--- config.mk ---
export PLATFORM = sky130hd
export DESIGN_NAME = uart_pkt_deframer
export DESIGN_NICKNAME = d
export VERILOG_FILES = /design/src/rtl/uart_pkt_pkg.sv /design/src/rtl/uart_pkt_out_reg.sv /design/src/rtl/uart_pkt_deframer.sv
export SDC_FILE = /design/constraint.sdc
export NUM_CORES = 1
export LEC_CHECK = 0
export CAP_MARGIN = 10
export CELL_PAD_IN_SITES_DETAIL_PLACEMENT = 0
export CELL_PAD_IN_SITES_GLOBAL_PLACEMENT = 1
export CORE_ASPECT_RATIO = 0.75
export CORE_MARGIN = 2
export CORE_UTILIZATION = 25
export DETAILED_ROUTE_END_ITERATION = 10
export GPL_ROUTABILITY_DRIVEN = 1
export GPL_TIMING_DRIVEN = 0
export MAX_ROUTING_LAYER = met4
export PLACE_DENSITY = 0.53
export SLEW_MARGIN = 15
export SYNTH_ARGS = -nofsm -noshare
export SYNTH_HDL_FRONTEND = slang
export SYNTH_SLANG_ARGS = --single-unit
--- constraint.sdc ---
create_clock -name i_sys_clk -period 2.7 [get_ports i_sys_clk]
set_input_delay 0.405 -clock i_sys_clk [delete_from_list [all_inputs] [get_ports i_sys_clk]]
set_output_delay 0.405 -clock i_sys_clk [all_outputs]
set_load 0.03 [all_outputs]
--- src/rtl/uart_pkt_pkg.sv ---
// Shared types and constants for the UART packet deframer: parser states,
// one-hot frame status codes, default SOF marker and checksum width helper.
package uart_pkt_pkg;

  typedef enum logic [1:0] {
    ST_IDLE,
    ST_LEN,
    ST_PAYLOAD,
    ST_CHK
  } state_e;

  localparam int unsigned STS_W = 5;

  // One-hot status word: {tmo, line, len, chk, ok}
  localparam logic [STS_W-1:0] STS_NONE = 5'b00000;
  localparam logic [STS_W-1:0] STS_OK   = 5'b00001;
  localparam logic [STS_W-1:0] STS_CHK  = 5'b00010;
  localparam logic [STS_W-1:0] STS_LEN  = 5'b00100;
  localparam logic [STS_W-1:0] STS_LINE = 5'b01000;
  localparam logic [STS_W-1:0] STS_TMO  = 5'b10000;

  localparam logic [7:0] SOF_DEFAULT = 8'hA5;

  // Checksum is a modular byte sum, so it is as wide as one data word.
  function automatic int unsigned chk_width(input int unsigned data_bits);
    return data_bits;
  endfunction

endpackage

--- src/rtl/uart_pkt_out_reg.sv ---
// One-entry payload output register: holds data/sop/eop stable while valid
// and not ready; accepts a new load in the same cycle as a handshake.
module uart_pkt_out_reg #(
  parameter int unsigned P_DATA_BITS = 8
) (
  input  logic                   clk_i,
  input  logic                   rst_i,
  input  logic                   load_i,
  input  logic [P_DATA_BITS-1:0] data_i,
  input  logic                   sop_i,
  input  logic                   eop_i,
  input  logic                   ready_i,
  output logic                   can_load_o,
  output logic                   valid_o,
  output logic [P_DATA_BITS-1:0] data_o,
  output logic                   sop_o,
  output logic                   eop_o
);

  logic                   valid_q, valid_d;
  logic [P_DATA_BITS-1:0] data_q, data_d;
  logic                   sop_q, sop_d;
  logic                   eop_q, eop_d;

  assign can_load_o = !valid_q || ready_i;

  always_comb begin
    valid_d = valid_q;
    data_d  = data_q;
    sop_d   = sop_q;
    eop_d   = eop_q;
    if (load_i) begin
      valid_d = 1'b1;
      data_d  = data_i;
      sop_d   = sop_i;
      eop_d   = eop_i;
    end else if (ready_i) begin
      valid_d = 1'b0;
    end
  end

  always_ff @(posedge clk_i) begin
    if (rst_i) begin
      valid_q <= 1'b0;
      data_q  <= '0;
      sop_q   <= 1'b0;
      eop_q   <= 1'b0;
    end else begin
      valid_q <= valid_d;
      data_q  <= data_d;
      sop_q   <= sop_d;
      eop_q   <= eop_d;
    end
  end

  assign valid_o = valid_q;
  assign data_o  = data_q;
  assign sop_o   = sop_q;
  assign eop_o   = eop_q;

endmodule

--- src/rtl/uart_pkt_deframer.sv ---
// UART packet deframer: parses SOF, LEN, payload[LEN], CHK from the RX FIFO.
// Optional inter-byte timeout enabled by `define UART_PKT_DEFRAMER_TIMEOUT_EN.
module uart_pkt_deframer
  import uart_pkt_pkg::*;
#(
  parameter int unsigned                P_DATA_BITS   = 8,
  parameter logic [P_DATA_BITS-1:0]     P_SOF_BYTE    = P_DATA_BITS'(SOF_DEFAULT),
  parameter int unsigned                P_MAX_LEN     = 64,
  parameter int unsigned                P_TIMEOUT_CYC = 100000
) (
  input  logic                   i_sys_clk,
  input  logic                   i_sys_rst,
  input  logic [P_DATA_BITS-1:0] i_rx_data,
  input  logic                   i_rx_valid,
  input  logic                   i_rx_parity_err,
  input  logic                   i_rx_framing_err,
  output logic                   o_rx_read_en,
  output logic [P_DATA_BITS-1:0] o_pld_data,
  output logic                   o_pld_valid,
  input  logic                   i_pld_ready,
  output logic                   o_pld_sop,
  output logic                   o_pld_eop,
  output logic                   o_frm_done,
  output logic                   o_frm_ok,
  output logic                   o_err_chk,
  output logic                   o_err_len,
  output logic                   o_err_line,
  output logic                   o_err_tmo,
  output logic [15:0]            o_frm_cnt
);

  localparam int unsigned            CHK_W     = chk_width(P_DATA_BITS);
  localparam logic [P_DATA_BITS-1:0] MAX_LEN_W = P_DATA_BITS'(P_MAX_LEN);
  localparam logic [P_DATA_BITS-1:0] ONE_W     = P_DATA_BITS'(1);

  state_e                 state_q, state_d;
  logic [CHK_W-1:0]       sum_q, sum_d;
  logic [P_DATA_BITS-1:0] rem_q, rem_d;
  logic                   first_q, first_d;
  logic [STS_W-1:0]       sts_q, sts_d;
  logic [15:0]            cnt_q, cnt_d;

  logic                   rd_en;
  logic                   rx_err;
  logic                   can_load;
  logic                   stall;
  logic                   tmo_hit;
  logic                   ld;
  logic                   ld_sop;
  logic                   ld_eop;

  assign rx_err = i_rx_parity_err | i_rx_framing_err;

  // Pop decision kept apart from the FSM so the timeout path does not loop back into it.
  always_comb begin
    rd_en = 1'b0;
    if (!i_sys_rst) begin
      if (state_q == ST_PAYLOAD) rd_en = i_rx_valid && can_load;
      else                       rd_en = i_rx_valid;
    end
  end

  assign stall        = (state_q == ST_PAYLOAD) && i_rx_valid && !can_load;
  assign o_rx_read_en = rd_en;

`ifdef UART_PKT_DEFRAMER_TIMEOUT_EN
  localparam int unsigned TMO_W = (P_TIMEOUT_CYC > 1) ? $clog2(P_TIMEOUT_CYC) : 1;

  logic [TMO_W-1:0] tmo_q, tmo_d;

  assign tmo_hit = (state_q != ST_IDLE) && !rd_en && !stall &&
                   (tmo_q == TMO_W'(P_TIMEOUT_CYC - 1));

  always_comb begin
    tmo_d = tmo_q;
    if (state_q == ST_IDLE || rd_en || tmo_hit) tmo_d = '0;
    else if (!stall)                            tmo_d = tmo_q + TMO_W'(1);
  end

  always_ff @(posedge i_sys_clk) begin
    if (i_sys_rst) tmo_q <= '0;
    else           tmo_q <= tmo_d;
  end
`else
  logic unused_tmo_cfg;
  assign unused_tmo_cfg = (P_TIMEOUT_CYC == 0) | stall;
  assign tmo_hit        = 1'b0;
`endif

  always_comb begin
    state_d = state_q;
    sum_d   = sum_q;
    rem_d   = rem_q;
    first_d = first_q;
    sts_d   = STS_NONE;
    cnt_d   = cnt_q;
    ld      = 1'b0;
    ld_sop  = 1'b0;
    ld_eop  = 1'b0;
    unique case (state_q)
      ST_IDLE: begin
        if (rd_en && !rx_err && i_rx_data == P_SOF_BYTE) state_d = ST_LEN;
      end
      ST_LEN: begin
        if (rd_en) begin
          if (rx_err) begin
            sts_d   = STS_LINE;
            state_d = ST_IDLE;
          end else if (i_rx_data > MAX_LEN_W) begin
            sts_d   = STS_LEN;
            state_d = ST_IDLE;
          end else if (i_rx_data == '0) begin
            sum_d   = '0;
            state_d = ST_CHK;
          end else begin
            rem_d   = i_rx_data;
            sum_d   = i_rx_data;
            first_d = 1'b1;
            state_d = ST_PAYLOAD;
          end
        end
      end
      ST_PAYLOAD: begin
        if (rd_en) begin
          if (rx_err) begin
            sts_d   = STS_LINE;
            state_d = ST_IDLE;
          end else begin
            ld      = 1'b1;
            ld_sop  = first_q;
            ld_eop  = (rem_q == ONE_W);
            first_d = 1'b0;
            sum_d   = sum_q + i_rx_data;
            rem_d   = rem_q - ONE_W;
            if (rem_q == ONE_W) state_d = ST_CHK;
          end
        end
      end
      ST_CHK: begin
        if (rd_en) begin
          if (rx_err) begin
            sts_d = STS_LINE;
          end else if (i_rx_data == sum_q) begin
            sts_d = STS_OK;
            cnt_d = cnt_q + 16'd1;
          end else begin
            sts_d = STS_CHK;
          end
          state_d = ST_IDLE;
        end
      end
      default: state_d = ST_IDLE;
    endcase
    if (tmo_hit) begin
      sts_d   = STS_TMO;
      state_d = ST_IDLE;
    end
  end

  always_ff @(posedge i_sys_clk) begin
    if (i_sys_rst) begin
      state_q <= ST_IDLE;
      sum_q   <= '0;
      rem_q   <= '0;
      first_q <= 1'b0;
      sts_q   <= STS_NONE;
      cnt_q   <= '0;
    end else begin
      state_q <= state_d;
      sum_q   <= sum_d;
      rem_q   <= rem_d;
      first_q <= first_d;
      sts_q   <= sts_d;
      cnt_q   <= cnt_d;
    end
  end

  uart_pkt_out_reg #(
    .P_DATA_BITS(P_DATA_BITS)
  ) u_out_reg (
    .clk_i      (i_sys_clk),
    .rst_i      (i_sys_rst),
    .load_i     (ld),
    .data_i     (i_rx_data),
    .sop_i      (ld_sop),
    .eop_i      (ld_eop),
    .ready_i    (i_pld_ready),
    .can_load_o (can_load),
    .valid_o    (o_pld_valid),
    .data_o     (o_pld_data),
    .sop_o      (o_pld_sop),
    .eop_o      (o_pld_eop)
  );

  assign o_frm_done = |sts_q;
  assign o_frm_ok   = |(sts_q & STS_OK);
  assign o_err_chk  = |(sts_q & STS_CHK);
  assign o_err_len  = |(sts_q & STS_LEN);
  assign o_err_line = |(sts_q & STS_LINE);
  assign o_err_tmo  = |(sts_q & STS_TMO);
  assign o_frm_cnt  = cnt_q;

endmodule

==> metrics, run 1 <==
result of the run completed; number of enable flip-flop cells after synthesis 0; proportion of synthesized flip-flops having asynchronous set or reset 0%; slack of the worst reg-to-reg path around 400 ps; post-route cell area 3740 um^2; xor-xnor portion of the synthesized cell area between 2 and 2.5%; max-cap check violation count 0; Final period util 96.7%; synthesized-area fraction occupied by ao, oa, aoi and oai cells about a quarter; synthesized-area fraction occupied by adder cells roughly 5.0%; type of element capturing the critical path flip-flop; initial cell density of the core about a quarter; number of buffers created by CTS 5; CTS tree built; setup repair after global routing missed its margin true; biggest area consumer among synthesized cells sky130_fd_sc_hd__dfxtp_1; site row count 34; sum of overflow across all layers after global routing 0; Chip Height 97.6 um; Hold Path Origin i_rx_data[7]; total negative slack 0 ps; die width between 100 and 150 um; Net Count, Synth approximately 380; arrival time reported for the critical path endpoint roughly 2800 ps; net count reported at finish 430; clock network latency to the later pin of the worst-skew pair 290 ps; post-synthesis simple-gate area fraction ~28%; combined buffer and inverter count along the critical path 2; Cell Chain, Critical Path clkdlybuf4s50_1 -> ha_1 -> nor4_4 -> and3_4 -> nand4_4 -> buf_6 -> or4_1 -> a21oi_1; total DRC errors in the routed layout 0; area of the die between 10000 and 15000 um^2; total of warnings raised by yosys 0; share of the synthesized area in the top cell type approximately a third; maximum level of the CTS H-tree 2; number of input and output port buffers inserted 45; via total after detailed routing 2850; Placement Cell Area 3550 um^2; clock sink total 50; critical path fanouts, max 10; top cells by instance count after synthesis sky130_fd_sc_hd__dfxtp_1, sky130_fd_sc_hd__a21oi_1, sky130_fd_sc_hd__nand2_1; number of pins with negative max-slew slack in the final report 0; Critical Path Source i_rx_data[1]; number of hold-slack violations in the final timing report 0; Tightest Hold Check Type input port to flip-flop; sequential area share after synthesis 34.3%; launch point of the worst reg-to-reg path sum_q[4]; share of cell area taken by muxes after synthesis approximately 1.4%; biggest cell delay along the critical path 510 ps; synth-to-layout area growth 28.2%; final critical-path required period about 2600 ps; cell count along the critical path 8; flop and latch count out of synthesis 50; number of antenna violations at the first check in global routing 0; Peak VDD IR 0.250 mV; detailed placement HPWL 7.53 mm; cell area after synthesis between 2000 and 3000 um^2; clock buffer depth 2; main combinational cell family by area after synthesis simple AND/OR/NAND/NOR gates; Worst setup SP type input port; worst setup skew after layout between 2 and 3 ps; cell type of the slowest stage on the worst timing path sky130_fd_sc_hd__clkdlybuf4s50_1; largest net degree at the start of global routing 17; length in cells of the worst reg-to-reg path 7; critical path class input port to flip-flop; Worst R2R End o_frm_cnt[6]; io pins 48; layout cells sized above 1 just under 9%; count leader, synth sky130_fd_sc_hd__dfxtp_1; data required time of the worst path approximately 3000 ps; DR vias/cell between 5 and 6; cell area power density 426 nW/um^2; clock-pin slew on the worst setup and hold paths ~70 ps; leading cell types by total area after synthesis sky130_fd_sc_hd__dfxtp_1, sky130_fd_sc_hd__a21oi_1, sky130_fd_sc_hd__nand2_1; count of different cell masters after synthesis between 60 and 70; global-route wire length before repair 16.4 mm; number of global-route vias before repair 2855; Filler cells about 1200; RD Place Congestion ~0.8; CTS root buffer sky130_fd_sc_hd__clkbuf_16; leakage power about 0.0013 uW; ANT cells 0; top_reg_cell synth sky130_fd_sc_hd__dfxtp_1; total global-route track usage about 17%; DRT iter0 DRCs between 200 and 250; per-instance average area after synthesis 8.29 um^2; CTS Hold Bufs 0; DRT Wirelength around 10 mm; setup violation total in the final timing report 0; number of search-and-repair iterations in the first detailed-routing pass 5; Post-Synthesis Cells about 350; Core Region approximately 11000 um^2; antenna viol nets, final 0; maximum achievable frequency between 300 and 400 MHz; cell family with most CP delay simple AND/OR/NAND/NOR gates; last element of the critical path o_frm_cnt[6]; Max transition margin slightly below 50%; wire length per cell between 15 and 20 um; Slew @ Worst Pin 756 ps
-- worst register-to-register path: cells and delay by family, from the launching register on --
family | cells | cell delay (ps)
fa+ha+maj | 1 | 330
compound gates | 1 | 140
buf+inv | 1 | 170
flops | 1 | 360
simple gates | 4 | 1230
-- power by group --
group | switching (uW) | leakage (uW) | internal (uW) | total, uW
registers | 0.0696 | 0.000402 | 737 | 737
logic | 72.9 | 0.000827 | 38.9 | 112
clock network | 305 | 0.0000842 | 440 | 744
-- per-stage QoR --
step	total power, uW	setup WS [ps]	cells	utilization (%)	hold slack, ps
floorplan	811	490	352	-	432
global placement	868	-593	541	30.9	450
detailed placement	868	-635	541	30.9	451
CTS	1620	20.3	550	32.4	418
global route	1650	-13.2	550	32.6	442
finish	1590	88.9	550	32.6	419
-- worst min path at each step --
stage / slack, ps / end / cells past startpoint
2_1_floorplan: 430 / u_out_reg.sop_o / 2
3_3_place_gp: 450 / u_out_reg.data_o[3] / 2
3_5_place_dp: 450 / u_out_reg.data_o[3] / 2
4_1_cts: 420 / u_out_reg.data_o[7] / 3
5_1_grt: 440 / u_out_reg.data_o[7] / 3
6_report: 420 / u_out_reg.data_o[7] / 3
-- area by class of cell --
cell class              count  area (um^2)  area share [%]
plain buffers              17          109            2.91
clock buffers               5          125            3.34
clock inverters             3         43.8            1.17
inverters                  14         52.6            1.40
multi-input cells         271         1770            47.4
flip-flops and latches     50         1000            26.8
well taps                 144          180            4.82
repair buffers             46          458            12.2
-- registers in the layout, indices dropped and copies added, names as in the netlist --
| signal | cells |
|---|---|
| rem_q | 8 |
| o_frm_cnt | 16 |
| u_out_reg.valid_o | 1 |
| sum_q | 8 |
| state_q | 2 |
| sts_q | 4 |
| u_out_reg.data_o | 8 |
| u_out_reg.eop_o | 1 |
| u_out_reg.sop_o | 1 |
| first_q | 1 |
-- layer usage --
layer,vias up,track usage [%],wire length [um]
met5,-,-,0
met4,0,2.51,59
met3,5,2.37,550
met2,89,23.5,4070
met1,1331,27.2,5350
li1,1425,-,-
-- logic make-up after synthesis --
kind of cell,after synthesis
AOI/OAI and AO/OA,106
xor gates and xnor gates,8
adders and majority gates,11
buffers and inverters,31
DFF,50
muxes,4
other,1
and+or+nand+nor,141
-- repair_timing --
item,in CTS,in global routing
pin swaps,1,0
setup buffers,1,0
gates resized for setup,4,6
setup endpoints to repair,10,12
-- layout by cell type (no fill, tap or decap), types with 4 or more instances in the layout --
master and count:
sky130_fd_sc_hd__nor2_1 28, sky130_fd_sc_hd__dfxtp_1 50, sky130_fd_sc_hd__dlygate4sd2_1 4, sky130_fd_sc_hd__nand2b_1 4, sky130_fd_sc_hd__a31oi_1 5, sky130_fd_sc_hd__xnor2_1 6
sky130_fd_sc_hd__nand3_1 12, sky130_fd_sc_hd__a21oi_1 39, sky130_fd_sc_hd__o31ai_1 5, sky130_fd_sc_hd__nand4_1 7, sky130_fd_sc_hd__nand2_1 39, sky130_fd_sc_hd__inv_1 14
sky130_fd_sc_hd__or3_1 4, sky130_fd_sc_hd__clkbuf_1 9, sky130_fd_sc_hd__o21ai_0 13, sky130_fd_sc_hd__ha_1 9, sky130_fd_sc_hd__clkdlybuf4s50_1 39, sky130_fd_sc_hd__or4_1 6
sky130_fd_sc_hd__and4_1 4, sky130_fd_sc_hd__o211ai_1 6, sky130_fd_sc_hd__clkbuf_16 5, sky130_fd_sc_hd__a311oi_1 7, sky130_fd_sc_hd__nor3_1 9
Note: power is estimated with default switching activity, not from simulation.
==> run 2, diff against run 1 <==
Settings changed: CELL_PAD_IN_SITES_DETAIL_PLACEMENT 0 to default, CELL_PAD_IN_SITES_GLOBAL_PLACEMENT 1 to default, PLACE_DENSITY 0.53 to 0.44.
==> metrics, run 2 (same netlist as run 1, synthesis figures left out) <==
number of global-route vias before repair about 2800; net count reported at finish 430; initial cell density of the core around a quarter; total DRC errors in the routed layout 0; CTS root buffer sky130_fd_sc_hd__clkbuf_16; CTS tree built; number of pins with negative max-slew slack in the final report 0; clock-pin slew on the worst setup and hold paths 70 ps; Chip Height 97.6 um; critical path fanouts, max 10; arrival time reported for the critical path endpoint between 2000 and 3000 ps; number of antenna violations at the first check in global routing 0; number of buffers created by CTS 5; setup repair after global routing missed its margin false; number of search-and-repair iterations in the first detailed-routing pass 5; final hold slack around 420 ps; Final period util 95.2%; Slew @ Worst Pin ~800 ps; sum of overflow across all layers after global routing 0; clock network latency to the later pin of the worst-skew pair about 290 ps; cell area power density between 300 and 400 nW/um^2; layout cells sized above 1 9.14%; max-cap check violation count 0; data required time of the worst path between 2000 and 3000 ps; area of the die 12600 um^2; site row count 34; most frequent standard cell in the layout excluding fill and tap cells sky130_fd_sc_hd__dfxtp_1; total negative slack 0 ps; Peak VDD IR around 0.23 mV; clock sink total 50; ANT cells 0; die width ~130 um; via total after detailed routing 2936; total global-route track usage 16.2%; DRT iter0 DRCs 180; number of input and output port buffers inserted 45; worst setup skew after layout roughly 7.5 ps; io pins between 40 and 50; maximum achievable frequency between 300 and 400 MHz; leakage power ~0.0013 uW; DR vias/cell 5.35; type of element capturing the critical path flip-flop; largest net degree at the start of global routing 15; wire length per cell 17.7 um; Tightest Hold Check Type input port to flip-flop; critical path class input port to flip-flop; detailed placement HPWL 7.30 mm; flip-flop count of the largest register after layout 16; maximum level of the CTS H-tree 2; leading cell types in the layout, fill and taps excluded sky130_fd_sc_hd__dfxtp_1, sky130_fd_sc_hd__a21oi_1, sky130_fd_sc_hd__nand2_1, sky130_fd_sc_hd__clkdlybuf4s50_1, sky130_fd_sc_hd__nor2_1; RD Place Congestion a little over 0.9; number of hold-slack violations in the final timing report 0; DRT Wirelength around 9.7 mm; Max transition margin roughly 46%; Worst setup SP type input port; result of the run completed; setup violation total in the final timing report 0; Core Region 11500 um^2; clock buffer depth 2; synth-to-layout area growth 27.9%; global-route wire length before repair roughly 15 mm; final critical-path required period between 2000 and 3000 ps; antenna viol nets, final 0
[run 2: changes by cell type in the layout (fill, tap and decap cells not counted), sizes merged]
cell / previous run / this run
inv: 15 / 14
clkinvlp: 0 / 1
clkinv: 1 / 0
bufinv: 1 / 0
clkbuf: 17 / 18
[run 2: metrics by stage]
step / utilization (%) / std cells / setup WS [ps] / total power [uW] / area [um^2]
2_1_floorplan: - / 352 / 490 / 811 / 2920
3_3_place_gp: 30.9 / 541 / -643 / 866 / 3550
3_5_place_dp: 30.9 / 541 / -621 / 866 / 3550
4_1_cts: 32.2 / 548 / 1.81 / 1490 / 3700
5_1_grt: 32.5 / 549 / 21.5 / 1540 / 3730
6_report: 32.5 / 549 / 129 / 1470 / 3730
[run 2: per-layer routing]
metal	routed length (um)	GRT usage (%)
met1	5210	24.7
met2	3960	21.9
met3	492	3.08
met4	74	2.93
met5	0	-
[run 2: path summary, 6_finish.rpt]
path / startpoint / to / slack (ps) / depth (start not counted)
max: i_rx_data[6] / o_frm_cnt[6] / 130 / 8
min: i_rx_data[7] / u_out_reg.data_o[7] / 420 / 3
max reg2reg: state_q[1] / u_out_reg.eop_o / 360 / 7
min reg2reg: u_out_reg.eop_o / u_out_reg.eop_o / 460 / 2
[run 2: final cells by class]
class	count	area, um^2
repair buffers	46	458
plain buffers	17	109
multi-input cells	271	1800
inverters	14	52.6
clock inverters	1	7.51
flip-flops and latches	50	1000
well taps	144	180
fillers	1211	7750
clock buffers	6	129
[run 2: worst max-delay path: stages]
cell and delay [ps]:
sky130_fd_sc_hd__dlygate4sd2_1 450, sky130_fd_sc_hd__ha_2 400, sky130_fd_sc_hd__nor4_4 320, sky130_fd_sc_hd__and3_4 270
sky130_fd_sc_hd__nand4_4 140, sky130_fd_sc_hd__buf_6 170, sky130_fd_sc_hd__or4_1 460, sky130_fd_sc_hd__a21oi_1 160
[run 2: report_power, final]
part | internal, uW | switching, uW
clock network | 339 | 280
registers | 737 | 0.0689
logic | 41.1 | 74.5
[run 2: timing repair]
item	CTS	global route
pin swaps	0	2
hold buffers	0	0
cloned	0	0
resized for setup	10	5
endpoints found under the setup margin	13	7
setup buffers	0	1
==> run 3, diff against run 2 <==
Settings changed: CORE_MARGIN 2 to default.
==> metrics, run 3 (same netlist as run 1, synthesis figures left out) <==
CTS tree built; DRT Wirelength 9.46 mm; clock buffer depth 2; Slew @ Worst Pin 678 ps; total negative slack 0 ps; global-route wire length before repair roughly 15 mm; DRT iter0 DRCs between 150 and 200; Max transition margin approximately 55%; Worst setup SP type input port; number of buffers created by CTS 5; Chip Height about 96 um; die width roughly 130 um; final hold slack approximately 420 ps; maximum level of the CTS H-tree 2; fraction of the core area covered by cells at the end of the flow between 30% and 40%; number of hold-slack violations in the final timing report 0; detailed placement HPWL slightly above 7 mm; DR vias/cell roughly 5.3; number of search-and-repair iterations in the first detailed-routing pass 4; setup repair after global routing missed its margin true; critical path class input port to flip-flop; worst setup skew after layout between 3 and 4 ps; io pins 48; result of the run completed; leakage power about 0.0013 uW; Filler cells roughly 1200; clock sink total 50; Peak VDD IR between 0.2 and 0.25 mV; clock-pin slew on the worst setup and hold paths around 70 ps; net count reported at finish 430; wire length per cell around 17 um; clock network latency to the later pin of the worst-skew pair around 300 ps; most frequent standard cell in the layout excluding fill and tap cells sky130_fd_sc_hd__dfxtp_1; type of element capturing the critical path flip-flop; largest net degree at the start of global routing 16; layout cells sized above 1 approximately 8.9%; RD Place Congestion around 0.89; critical path fanouts, max 10; site row count 33; max-cap check violation count 0; leading cell types in the layout, fill and taps excluded sky130_fd_sc_hd__dfxtp_1, sky130_fd_sc_hd__a21oi_1, sky130_fd_sc_hd__nand2_1, sky130_fd_sc_hd__clkdlybuf4s50_1, sky130_fd_sc_hd__nor2_1; Tightest Hold Check Type input port to flip-flop; number of global-route vias before repair approximately 2600; number of antenna violations at the first check in global routing 0; ANT cells 0; final critical-path required period around 2500 ps; Core Region between 10000 and 15000 um^2; maximum achievable frequency about 390 MHz; total design power roughly 1600 uW; antenna viol nets, final 0; total DRC errors in the routed layout 0; sum of overflow across all layers after global routing 0; data required time of the worst path between 2000 and 3000 ps; CTS root buffer sky130_fd_sc_hd__clkbuf_16; number of pins with negative max-slew slack in the final report 0; initial cell density of the core 26.2%; cell area power density around 420 nW/um^2; number of input and output port buffers inserted 45; arrival time reported for the critical path endpoint between 2000 and 3000 ps; synth-to-layout area growth 28.5%; Final period util a little over nine tenths; flip-flop count of the largest register after layout 16; total global-route track usage between 10% and 20%; via total after detailed routing 2875; area of the die roughly 12000 um^2; setup violation total in the final timing report 0
==> run 3: what timing repair did <==
item,in CTS,in global routing
buffers inserted,1,0
setup endpoints to repair,10,5
hold buffers,0,0
pin swaps,1,1
resized for setup,8,5
==> run 3: stage by stage <==
stage	cell area [um^2]	instances	worst slack (ps)
floorplan	2920	352	490
global placement	3540	537	-643
detailed placement	3540	537	-621
CTS	3720	546	6.22
global route	3750	546	-0.624
finish	3750	546	163
==> run 3: layout make-up <==
| type | count | area, um^2 | area share, % |
|---|---|---|---|
| clock inverter | 2 | 37.5 | 1.00 |
| tap | 140 | 175 | 4.67 |
| clock buffer | 6 | 129 | 3.44 |
| multi-input combinational | 271 | 1790 | 47.8 |
| sequential | 50 | 1000 | 26.7 |
| timing repair buffer | 46 | 454 | 12.1 |
| inverter | 14 | 52.6 | 1.40 |
| buffer | 17 | 109 | 2.90 |
==> run 3: metal layers <==
metal,global-route usage (%),vias to the layer above,part of all wire (%)
li1,-,1424,-
met1,24.6,1361,54
met2,23.4,80,41
met3,2.97,10,4.3
met4,4.56,0,1.1
met5,-,-,0
==> run 3: final timing paths <==
check | end | depth (start not counted) | from | slack, ps
max | o_frm_cnt[6] | 8 | i_rx_data[3] | 160
min | u_out_reg.data_o[7] | 3 | i_rx_data[7] | 420
max reg2reg | rem_q[0] | 8 | state_q[0] | 380
min reg2reg | u_out_reg.eop_o | 2 | u_out_reg.eop_o | 460
==> run 3: worst max-delay path: stages <==
cell and delay (ps):
sky130_fd_sc_hd__clkdlybuf4s50_1 520, sky130_fd_sc_hd__ha_1 440, sky130_fd_sc_hd__nor3_4 210, sky130_fd_sc_hd__and3_4 250
sky130_fd_sc_hd__nand4_4 140, sky130_fd_sc_hd__buf_6 180, sky130_fd_sc_hd__or4_1 460, sky130_fd_sc_hd__a21oi_1 150
==> run 3: report_power, final <==
group          internal [uW]  switching [uW]  leakage (uW)
Clock                    438             290     0.0000771
Combinational           39.6            73.4      0.000818
Sequential               737          0.0685      0.000402
Total                   1210             363       0.00130
